`src/rtl/rvx10_exec_unit_if.sv`:
```
// Request/response handshake bundle between the operand-read stage and rvx10_exec_unit.
interface rvx10_exec_unit_if #(
  parameter int XLEN = 32
);
  logic            in_valid;
  logic            in_ready;
  logic [3:0]      alu_ctrl;
  logic [XLEN-1:0] src_a;
  logic [XLEN-1:0] src_b;
  logic            out_valid;
  logic            out_ready;
  logic [XLEN-1:0] result;
  logic            illegal;

  modport master (
    output in_valid, alu_ctrl, src_a, src_b, out_ready,
    input  in_ready, out_valid, result, illegal
  );

  modport slave (
    input  in_valid, alu_ctrl, src_a, src_b, out_ready,
    output in_ready, out_valid, result, illegal
  );
endinterface

```
`src/rtl/rvx10_exec_unit.sv`:
```
// RVX10 execution unit: base + RVX10 ALU ops behind valid/ready handshakes.
// RVX10_FAST_ROT_EN selects a one-cycle barrel rotator instead of the iterative one.
module rvx10_exec_unit #(
  parameter int XLEN = 32
) (
  input logic              clk,
  input logic              reset,
  rvx10_exec_unit_if.slave bus
);

  typedef enum logic [1:0] {IDLE, ROT, DONE} state_t;

  typedef enum logic [3:0] {
    OP_ADD  = 4'b0000, OP_SUB  = 4'b0001, OP_AND  = 4'b0010, OP_OR   = 4'b0011,
    OP_UNDF = 4'b0100, OP_SLT  = 4'b0101, OP_ANDN = 4'b0110, OP_ORN  = 4'b0111,
    OP_XORN = 4'b1000, OP_MIN  = 4'b1001, OP_MAX  = 4'b1010, OP_MINU = 4'b1011,
    OP_MAXU = 4'b1100, OP_ROL  = 4'b1101, OP_ROR  = 4'b1110, OP_ABS  = 4'b1111
  } op_t;

  state_t          state_q, state_d;
  logic [XLEN-1:0] result_q, result_d;
  logic            illegal_q, illegal_d;
  logic [4:0]      count_q, count_d;
  logic            dir_q, dir_d;
  logic            accept;
  logic            is_rot;
  logic [4:0]      amt;

  function automatic logic [XLEN-1:0] alu_calc(input logic [3:0] c,
                                                input logic [XLEN-1:0] a,
                                                input logic [XLEN-1:0] b);
    logic [XLEN-1:0] r;
    r = '0;
    case (op_t'(c))
      OP_ADD:  r = a + b;
      OP_SUB:  r = a - b;
      OP_AND:  r = a & b;
      OP_OR:   r = a | b;
      OP_SLT:  r = ($signed(a) < $signed(b)) ? XLEN'(1) : '0;
      OP_ANDN: r = a & ~b;
      OP_ORN:  r = a | ~b;
      OP_XORN: r = a ^ ~b;
      OP_MIN:  r = ($signed(a) < $signed(b)) ? a : b;
      OP_MAX:  r = ($signed(a) > $signed(b)) ? a : b;
      OP_MINU: r = (a < b) ? a : b;
      OP_MAXU: r = (a > b) ? a : b;
      OP_ABS:  r = a[XLEN-1] ? ('0 - a) : a;
      default: r = '0;
    endcase
    return r;
  endfunction

`ifdef RVX10_FAST_ROT_EN
  function automatic logic [XLEN-1:0] barrel_rot(input logic right,
                                                  input logic [XLEN-1:0] a,
                                                  input logic [4:0] n);
    logic [2*XLEN-1:0] dbl;
    dbl = {a, a};
    if (right) dbl = dbl >> n;
    else       dbl = dbl << n;
    return right ? dbl[XLEN-1:0] : dbl[2*XLEN-1:XLEN];
  endfunction
`endif

  assign is_rot = (bus.alu_ctrl == OP_ROL) || (bus.alu_ctrl == OP_ROR);
  assign amt    = bus.src_b[4:0];

  always_comb begin
    state_d      = state_q;
    result_d     = result_q;
    illegal_d    = illegal_q;
    count_d      = count_q;
    dir_d        = dir_q;
    bus.in_ready = (state_q == IDLE) || ((state_q == DONE) && bus.out_ready);
    accept       = bus.in_valid && bus.in_ready;

    case (state_q)
      ROT: begin
        // result_q doubles as the rotate accumulator; out_valid is low meanwhile
        result_d = dir_q ? {result_q[0], result_q[XLEN-1:1]}
                         : {result_q[XLEN-2:0], result_q[XLEN-1]};
        count_d  = count_q - 5'd1;
        if (count_q == 5'd1) state_d = DONE;
      end
      DONE:    if (bus.out_ready) state_d = IDLE;
      default: ;
    endcase

    if (accept) begin
      state_d   = DONE;
      illegal_d = (bus.alu_ctrl == OP_UNDF);
      if (is_rot) begin
`ifdef RVX10_FAST_ROT_EN
        result_d = barrel_rot(bus.alu_ctrl == OP_ROR, bus.src_a, amt);
`else
        result_d = bus.src_a;
        if (amt != 5'd0) begin
          count_d = amt;
          dir_d   = (bus.alu_ctrl == OP_ROR);
          state_d = ROT;
        end
`endif
      end else begin
        result_d = alu_calc(bus.alu_ctrl, bus.src_a, bus.src_b);
      end
    end

    bus.out_valid = (state_q == DONE);
    bus.result    = result_q;
    bus.illegal   = illegal_q;
  end

  always_ff @(posedge clk or negedge reset) begin
    if (!reset) begin
      state_q   <= IDLE;
      result_q  <= '0;
      illegal_q <= 1'b0;
      count_q   <= '0;
      dir_q     <= 1'b0;
    end else begin
      state_q   <= state_d;
      result_q  <= result_d;
      illegal_q <= illegal_d;
      count_q   <= count_d;
      dir_q     <= dir_d;
    end
  end

endmodule

```
`src/flat_wrapper.sv`:
```
// flat-port wrapper written by rule: the top's interface ports become plain ports
module rvx10_exec_unit_flat 
#(
  parameter int XLEN = 32
)
  (clk, reset, bus_in_valid, bus_alu_ctrl, bus_src_a, bus_src_b, bus_out_ready, bus_in_ready, bus_out_valid, bus_result, bus_illegal);
  rvx10_exec_unit_if #(.XLEN(XLEN)) bus_i ();
  input logic clk;
  input logic reset;
  input wire logic [$bits(bus_i.in_valid)-1:0] bus_in_valid;
  input wire logic [$bits(bus_i.alu_ctrl)-1:0] bus_alu_ctrl;
  input wire logic [$bits(bus_i.src_a)-1:0] bus_src_a;
  input wire logic [$bits(bus_i.src_b)-1:0] bus_src_b;
  input wire logic [$bits(bus_i.out_ready)-1:0] bus_out_ready;
  output wire logic [$bits(bus_i.in_ready)-1:0] bus_in_ready;
  output wire logic [$bits(bus_i.out_valid)-1:0] bus_out_valid;
  output wire logic [$bits(bus_i.result)-1:0] bus_result;
  output wire logic [$bits(bus_i.illegal)-1:0] bus_illegal;
  assign bus_i.in_valid = bus_in_valid;
  assign bus_i.alu_ctrl = bus_alu_ctrl;
  assign bus_i.src_a = bus_src_a;
  assign bus_i.src_b = bus_src_b;
  assign bus_i.out_ready = bus_out_ready;
  assign bus_in_ready = bus_i.in_ready;
  assign bus_out_valid = bus_i.out_valid;
  assign bus_result = bus_i.result;
  assign bus_illegal = bus_i.illegal;
  rvx10_exec_unit #(.XLEN(XLEN)) u_core (.clk(clk), .reset(reset), .bus(bus_i));
endmodule
```
`config.mk`:
```
export PLATFORM = sky130hd
export DESIGN_NAME = rvx10_exec_unit_flat
export DESIGN_NICKNAME = d
export VERILOG_FILES = /design/src/rtl/rvx10_exec_unit_if.sv /design/src/rtl/rvx10_exec_unit.sv /design/src/flat_wrapper.sv
export SDC_FILE = /design/constraint.sdc
export NUM_CORES = 1
export LEC_CHECK = 0
export ABC_AREA = 1
export ABC_CLOCK_PERIOD_IN_PS = 1900
export BUFFER_PORTS_ARGS = -buffer_cell sky130_fd_sc_hd__buf_2
export CAP_MARGIN = 20
export CORE_MARGIN = 1
export CORE_UTILIZATION = 30
export CTS_CLUSTER_DIAMETER = 40
export CTS_CLUSTER_SIZE = 16
export DETAILED_ROUTE_END_ITERATION = 8
export PLACE_DENSITY = 0.47
export SLEW_MARGIN = 30
export SYNTH_ARGS = -nofsm -noshare
export SYNTH_HDL_FRONTEND = slang
export SYNTH_SLANG_ARGS = --single-unit
```
`constraint.sdc`:
```
create_clock -name clk -period 1.9 [get_ports clk]
set_input_delay 0.285 -clock clk [delete_from_list [all_inputs] [get_ports clk]]
set_output_delay 0.285 -clock clk [all_outputs]
set_load 0.05 [all_outputs]
```
; Word-level counts from Yosys, hierarchy flattened
; Index checks and enable logic that the tools add are counted.
[totals]
reg_bits = 41
out_inout_bits = 35
elab_cells = 71
[op_classes]
addsub = 4
magnitude_cmp = 4
n_eq_ne = 20
mux = 21
n_bitwise = 6
n_reduce_logical = 11
[op_table]
columns = op, count
row1 = $pmux 32 s13, 1
row2 = $mux 32, 9
row3 = $and 32x32->32, 2
row4 = $gt 32x32->1, 2
row5 = $lt 32x32->1, 2
row6 = $or 32x32->32, 2
row7 = $add 32x32->32, 1
row8 = $eq 4x4->1 const B, 8
row9 = $not 32->32, 1
row10 = $sub 1x32->32 const A, 1
row11 = $sub 32x32->32, 1
row12 = $xor 32x32->32, 1
row13 = $mux 5, 4
row14 = $eq 4x3->1 const B, 4
row15 = $mux 2, 5
row16 = $eq 4x2->1 const B, 2
row17 = $reduce_and 3->1, 2
row18 = $eq 5x1->1 const B, 1
row19 = $reduce_bool 5->1, 1
row20 = $sub 5x1->5 const B, 1
row21 = $eq 4x1->1 const B, 1
row22 = $logic_not 4->1, 1
row23 = $pmux 2 s2, 1
row24 = $ne 3x1->1 const B, 1
row25 = 9 further kinds, 11

; Depth between registers and ports, before layout
[depth]
depth_word = 6
ltp_mapped = 23

; Least setup slack after synthesis
; Ideal clock, no wire load.
[synth_timing]
kind = input-to-reg
from = in bus_src_a[0]
to = reg u_core.result_q[31], in the netlist u_core.bus.result[31]
setup_ns = 0.118
arrival_ns = 2.462
required_time_ns = 1.782
path_slack_ns = -0.680
path_stages = 21
cell_sequence = inv_1 ha_1 inv_1 fa_1 nand3_1 nand3_1 nand2_1 nand2_2 nand2_1 nand2_2 nand2_4 nand3_1 nand2_4 nand2_8 inv_2 buf_4 nand2_1 nand3_1 nand4_1 nand2_1 nand2_1
[synth_between]
elab_chain_len = 5
word_cells_on_any_way = 15
[synth_lines]
columns = element, line_no
row1 = "start, declared", flat_wrapper.sv:12  ; input wire logic [$bits(bus_i.src_a)-1:0] bus_src_a;
row2 = "$sub 1x32->32, or another cell as far along", rvx10_exec_unit.sv:47  ; OP_ABS: r = a[XLEN-1] ? ('0 - a) : a;
row3 = $mux 32 (on tied branches), -
row4 = $pmux 32 s13 *, rvx10_exec_unit.sv:34  ; case (op_t'(c))
row5 = $mux 32 *, rvx10_exec_unit.sv:92  ; if (is_rot) begin
row6 = $mux 32 *, rvx10_exec_unit.sv:89  ; if (accept) begin
row7 = "end signal, assigned", rvx10_exec_unit.sv:122  ; result_q <= result_d;
row8 = "end, declared", rvx10_exec_unit.sv:21  ; logic [XLEN-1:0] result_q, result_d;
; Every way passes the cells marked *; elsewhere a longest branch is shown, timed or not.
; A chain may end at the register's enable or synchronous reset.

; Worst setup path after layout
[layout_timing]
from = in bus_src_a[0]
to = reg u_core.result_q[22], in the netlist u_core.bus.result[22]
; The elaborated chain is that of the path after synthesis.

==> out/metrics.yaml <==
ys_seq_elements: 41
die_area_sq_um: 39500
min_from: "bus_out_ready"
violations: "setup timing"
drc: 0
synth_top_area_share_pct: 19.6
cp-start-kind: "input pin"
timing.final.crit_share_pct: 133
rr_startpoint: "u_core.state_q[0]$_DFFE_PN0P_"
yosys-top-cells-count: "nand2_1 (605), nor2_1 (320), inv_1 (256), nand3_1 (252), o21ai_0 (219)"
grt_pass1_wl_microns: 96000
syn-cell-area_sq_um: 11600
drive_gt1_share_pct: 30.3
clockBufferDepth: 2
clock-skew-final_ns: 0.00442
io_buffers: 106
synth_most_common_cell: "nand2_1"
via_count: 17275
grt_max_degree: 44
finalNonFillerCells: 3326
setup_ws_ns: -0.629
setup_viol: 32
final_core_util_pct: 47.0
clk_latency_ns: 0.29
clk_pin_slew_worst_paths_ns: 0.07
fmax_ghz: 0.395
core_area_sq_um: 37800
htreeDepth: 2
total_power_w: 0.0106
crit_path_start: "bus_src_a[0]"
grt-ovfl-total: 0
cp_data_arrival_time_ns: 2.72
synth_ff_type: "dfrtp_1"
drt_iter0_drc: 1708
max-vdd-ir-drop_uv: 685
track_usage_pct: 32.5
start_util_pct: 30.7
vias_per_cell: 5.19
synth_area_leaders: "nand2_1 (20%), nand3_1 (11%), nor2_1 (10%)"
clock_sinks: 41
wl_microns: 65300
area_growth_syn_to_layout_pct: 53.3
final_net_count: 2957
post-route-min-period_ns: 2.53
synth-async-reset-ratio_pct: 100
gp_congestion: 1.05
rsz0062_at_grt: "true"
synth_cell_types: 54
wl_per_cell_microns: 19.6
die_h_microns: 199
netlist_instances: 2243
antenna_found_initial: 0
root_buffer: "clkbuf_16"
min_path_cells: 4
drv_slew: 0
yosys_warnings: 0
numCtsBuffers: 5
synth_area_leader_cell: "nand2_1"
critPathSlowestCell: "fa_2"
diodes: 0
required_ns: 2.09
synth_fp_nets: 2386
critical_path.max_stage_delay_ns: 0.37
leakagePower_nw: 9.32
status: "finished with violations"
reg2regPathDepth: 12
p_per_area_nw_per_um2: 597
min_path_type: "in -> reg"
worst_pin_slew_ns: 0.797
ys_seq_area_share_pct: 8.84
place_inst: 3292
cp_max_fo: 7
rows: 71
synth_edf_count: 0
critPathKind: "in -> reg"
die_x_microns: 199
path_cells: "buf_12 -> inv_16 -> ha_4 -> inv_4 -> fa_2 -> nand3_2 -> nand3_4 -> nand2_2 -> nand2_4 -> nand2_2 -> nand2_2 -> nand2_4 -> nand2_8 -> nand2_4 -> nand2_8 -> nand2_8 -> nor2_8 -> buf_12 -> nand2_4 -> nand2_2 -> nor2_2 -> nand3_2 -> nand2_1 -> nand2_1"
synth_area_per_cell_sq_um: 5.17
tritoncts: "done"
drv_cap: 0
pre_cts_ws_ns: -1.12
finalHoldViolCount: 0
crit_path_end_kind: "flop"
ios: 107
maxSlewHeadroom_pct: 46.7
ant_nets: 0
drt_first_pass_iters: 6
grt_pass1_vias: 16130
dp_hpwl_microns: 54500
[power breakdown]
group / switching [W] / internal, W / leakage, nW / total [W]
combinational: 0.00506 / 0.00284 / 8.76 / 0.00790
clock: 0.000380 / 0.000558 / 0.0799 / 0.000938
sequential: 0.000473 / 0.00131 / 0.487 / 0.00178
total: 0.00591 / 0.00470 / 9.32 / 0.0106
[worst max-delay path, delay by kind of cell]
kind,cells,cell delay [ns]
AND/OR/NAND/NOR,18,1.55
buffers and inverters,4,0.35
adder cells (fa/ha/maj),2,0.51
[layer usage]
layer / vias to the layer above / global-route usage, % / part of all wire [%]
met5: - / 0 / 0
met2: 703 / 54.0 / 46
li1: 8471 / - / -
met3: 144 / 1.64 / 5.5
met1: 7957 / 42.2 / 43
met4: 0 / 17.3 / 5.9
[layout make-up]
class	count	area, sq um
Clock buffer	7	153
Clock inverter	1	5.00
Fill cell	4189	20100
Inverter	264	1020
Multi-Input combinational cell	1836	9840
Sequential cell	41	1030
Tap cell	511	639
Timing Repair Buffer	666	5100
[kinds of logic (layout without fill, tap and decap cells)]
| logic type | count (synthesis) | count (layout) | synth area share (%) |
|---|---|---|---|
| AND/OR/NAND/NOR | 1277 | 1278 | 46.8 |
| AO/OA/AOI/OAI | 452 | 452 | 21.1 |
| buffers and inverters | 367 | 938 | 12.8 |
| adder cells (fa/ha/maj) | 71 | 71 | 7.79 |
| flip-flops | 41 | 41 | 8.84 |
| XOR/XNOR | 35 | 35 | 2.64 |
[cells in the final DEF (no fill, tap or decap), types with 6 or more instances in the layout]
master / instances
buf_6: 13
nand4_1: 31
or2_2: 6
inv_2: 12
a31oi_1: 8
nand3_1: 227
buf_2: 105
o21ai_1: 22
nor3_1: 19
o22ai_1: 10
inv_1: 248
a21oi_2: 19
nand3_2: 21
nand2_4: 12
o211ai_1: 8
nor2_1: 296
nand2_2: 30
nand3b_1: 7
buf_12: 22
clkbuf_16: 6
o21a_1: 6
nand2_1: 574
ha_4: 16
ha_1: 49
a21oi_1: 132
dfrtp_1: 41
o21bai_1: 12
a21o_1: 8
o21ai_0: 204
nor2_2: 19
buf_4: 521
nor2_4: 13
xor2_1: 30
[worst paths after layout]
check	to	slack (ns)
min	u_core.state_q[0]$_DFFE_PN0P_	0.36
max	u_core.bus.result[22]$_DFFE_PN0P_	-0.63
min in group asynchronous	u_core.state_q[1]$_DFFE_PN0P_	0.46
max in group asynchronous	u_core.bus.result[26]$_DFFE_PN0P_	0.88
max reg2reg	u_core.bus.result[23]$_DFFE_PN0P_	0.03
min reg2reg	u_core.bus.illegal$_DFFE_PN0P_	0.49
[metrics by stage]
| step | TNS, ns | instance area [sq um] | hold slack, ns |
|---|---|---|---|
| final | -18.14 | 17800 | 0.364 |
| after global routing | -22.74 | 17800 | 0.430 |
| after CTS | -16.92 | 17200 | 0.352 |
| after detailed placement | -33.99 | 16600 | 0.236 |
| after global placement | -32.77 | 16600 | 0.225 |
| after floorplan | -13.63 | 11700 | -0.0106 |
[sequential cells by signal, indices dropped and copies added, names as in the netlist]
signal / count
u_core.count_q: 5
u_core.bus.result: 32
u_core.bus.illegal: 1
u_core.state_q: 2
u_core.dir_q: 1
[what timing repair did]
action                                  CTS  global route
cloned                                    0             2
endpoints found under the setup margin   32            40
hold buffers                              1             0
gates resized for setup                  96           103
hold endpoints to repair                 14             0
pin swaps                                27            54
buffers inserted                          7            16
Power figures use the tool's default switching activity.
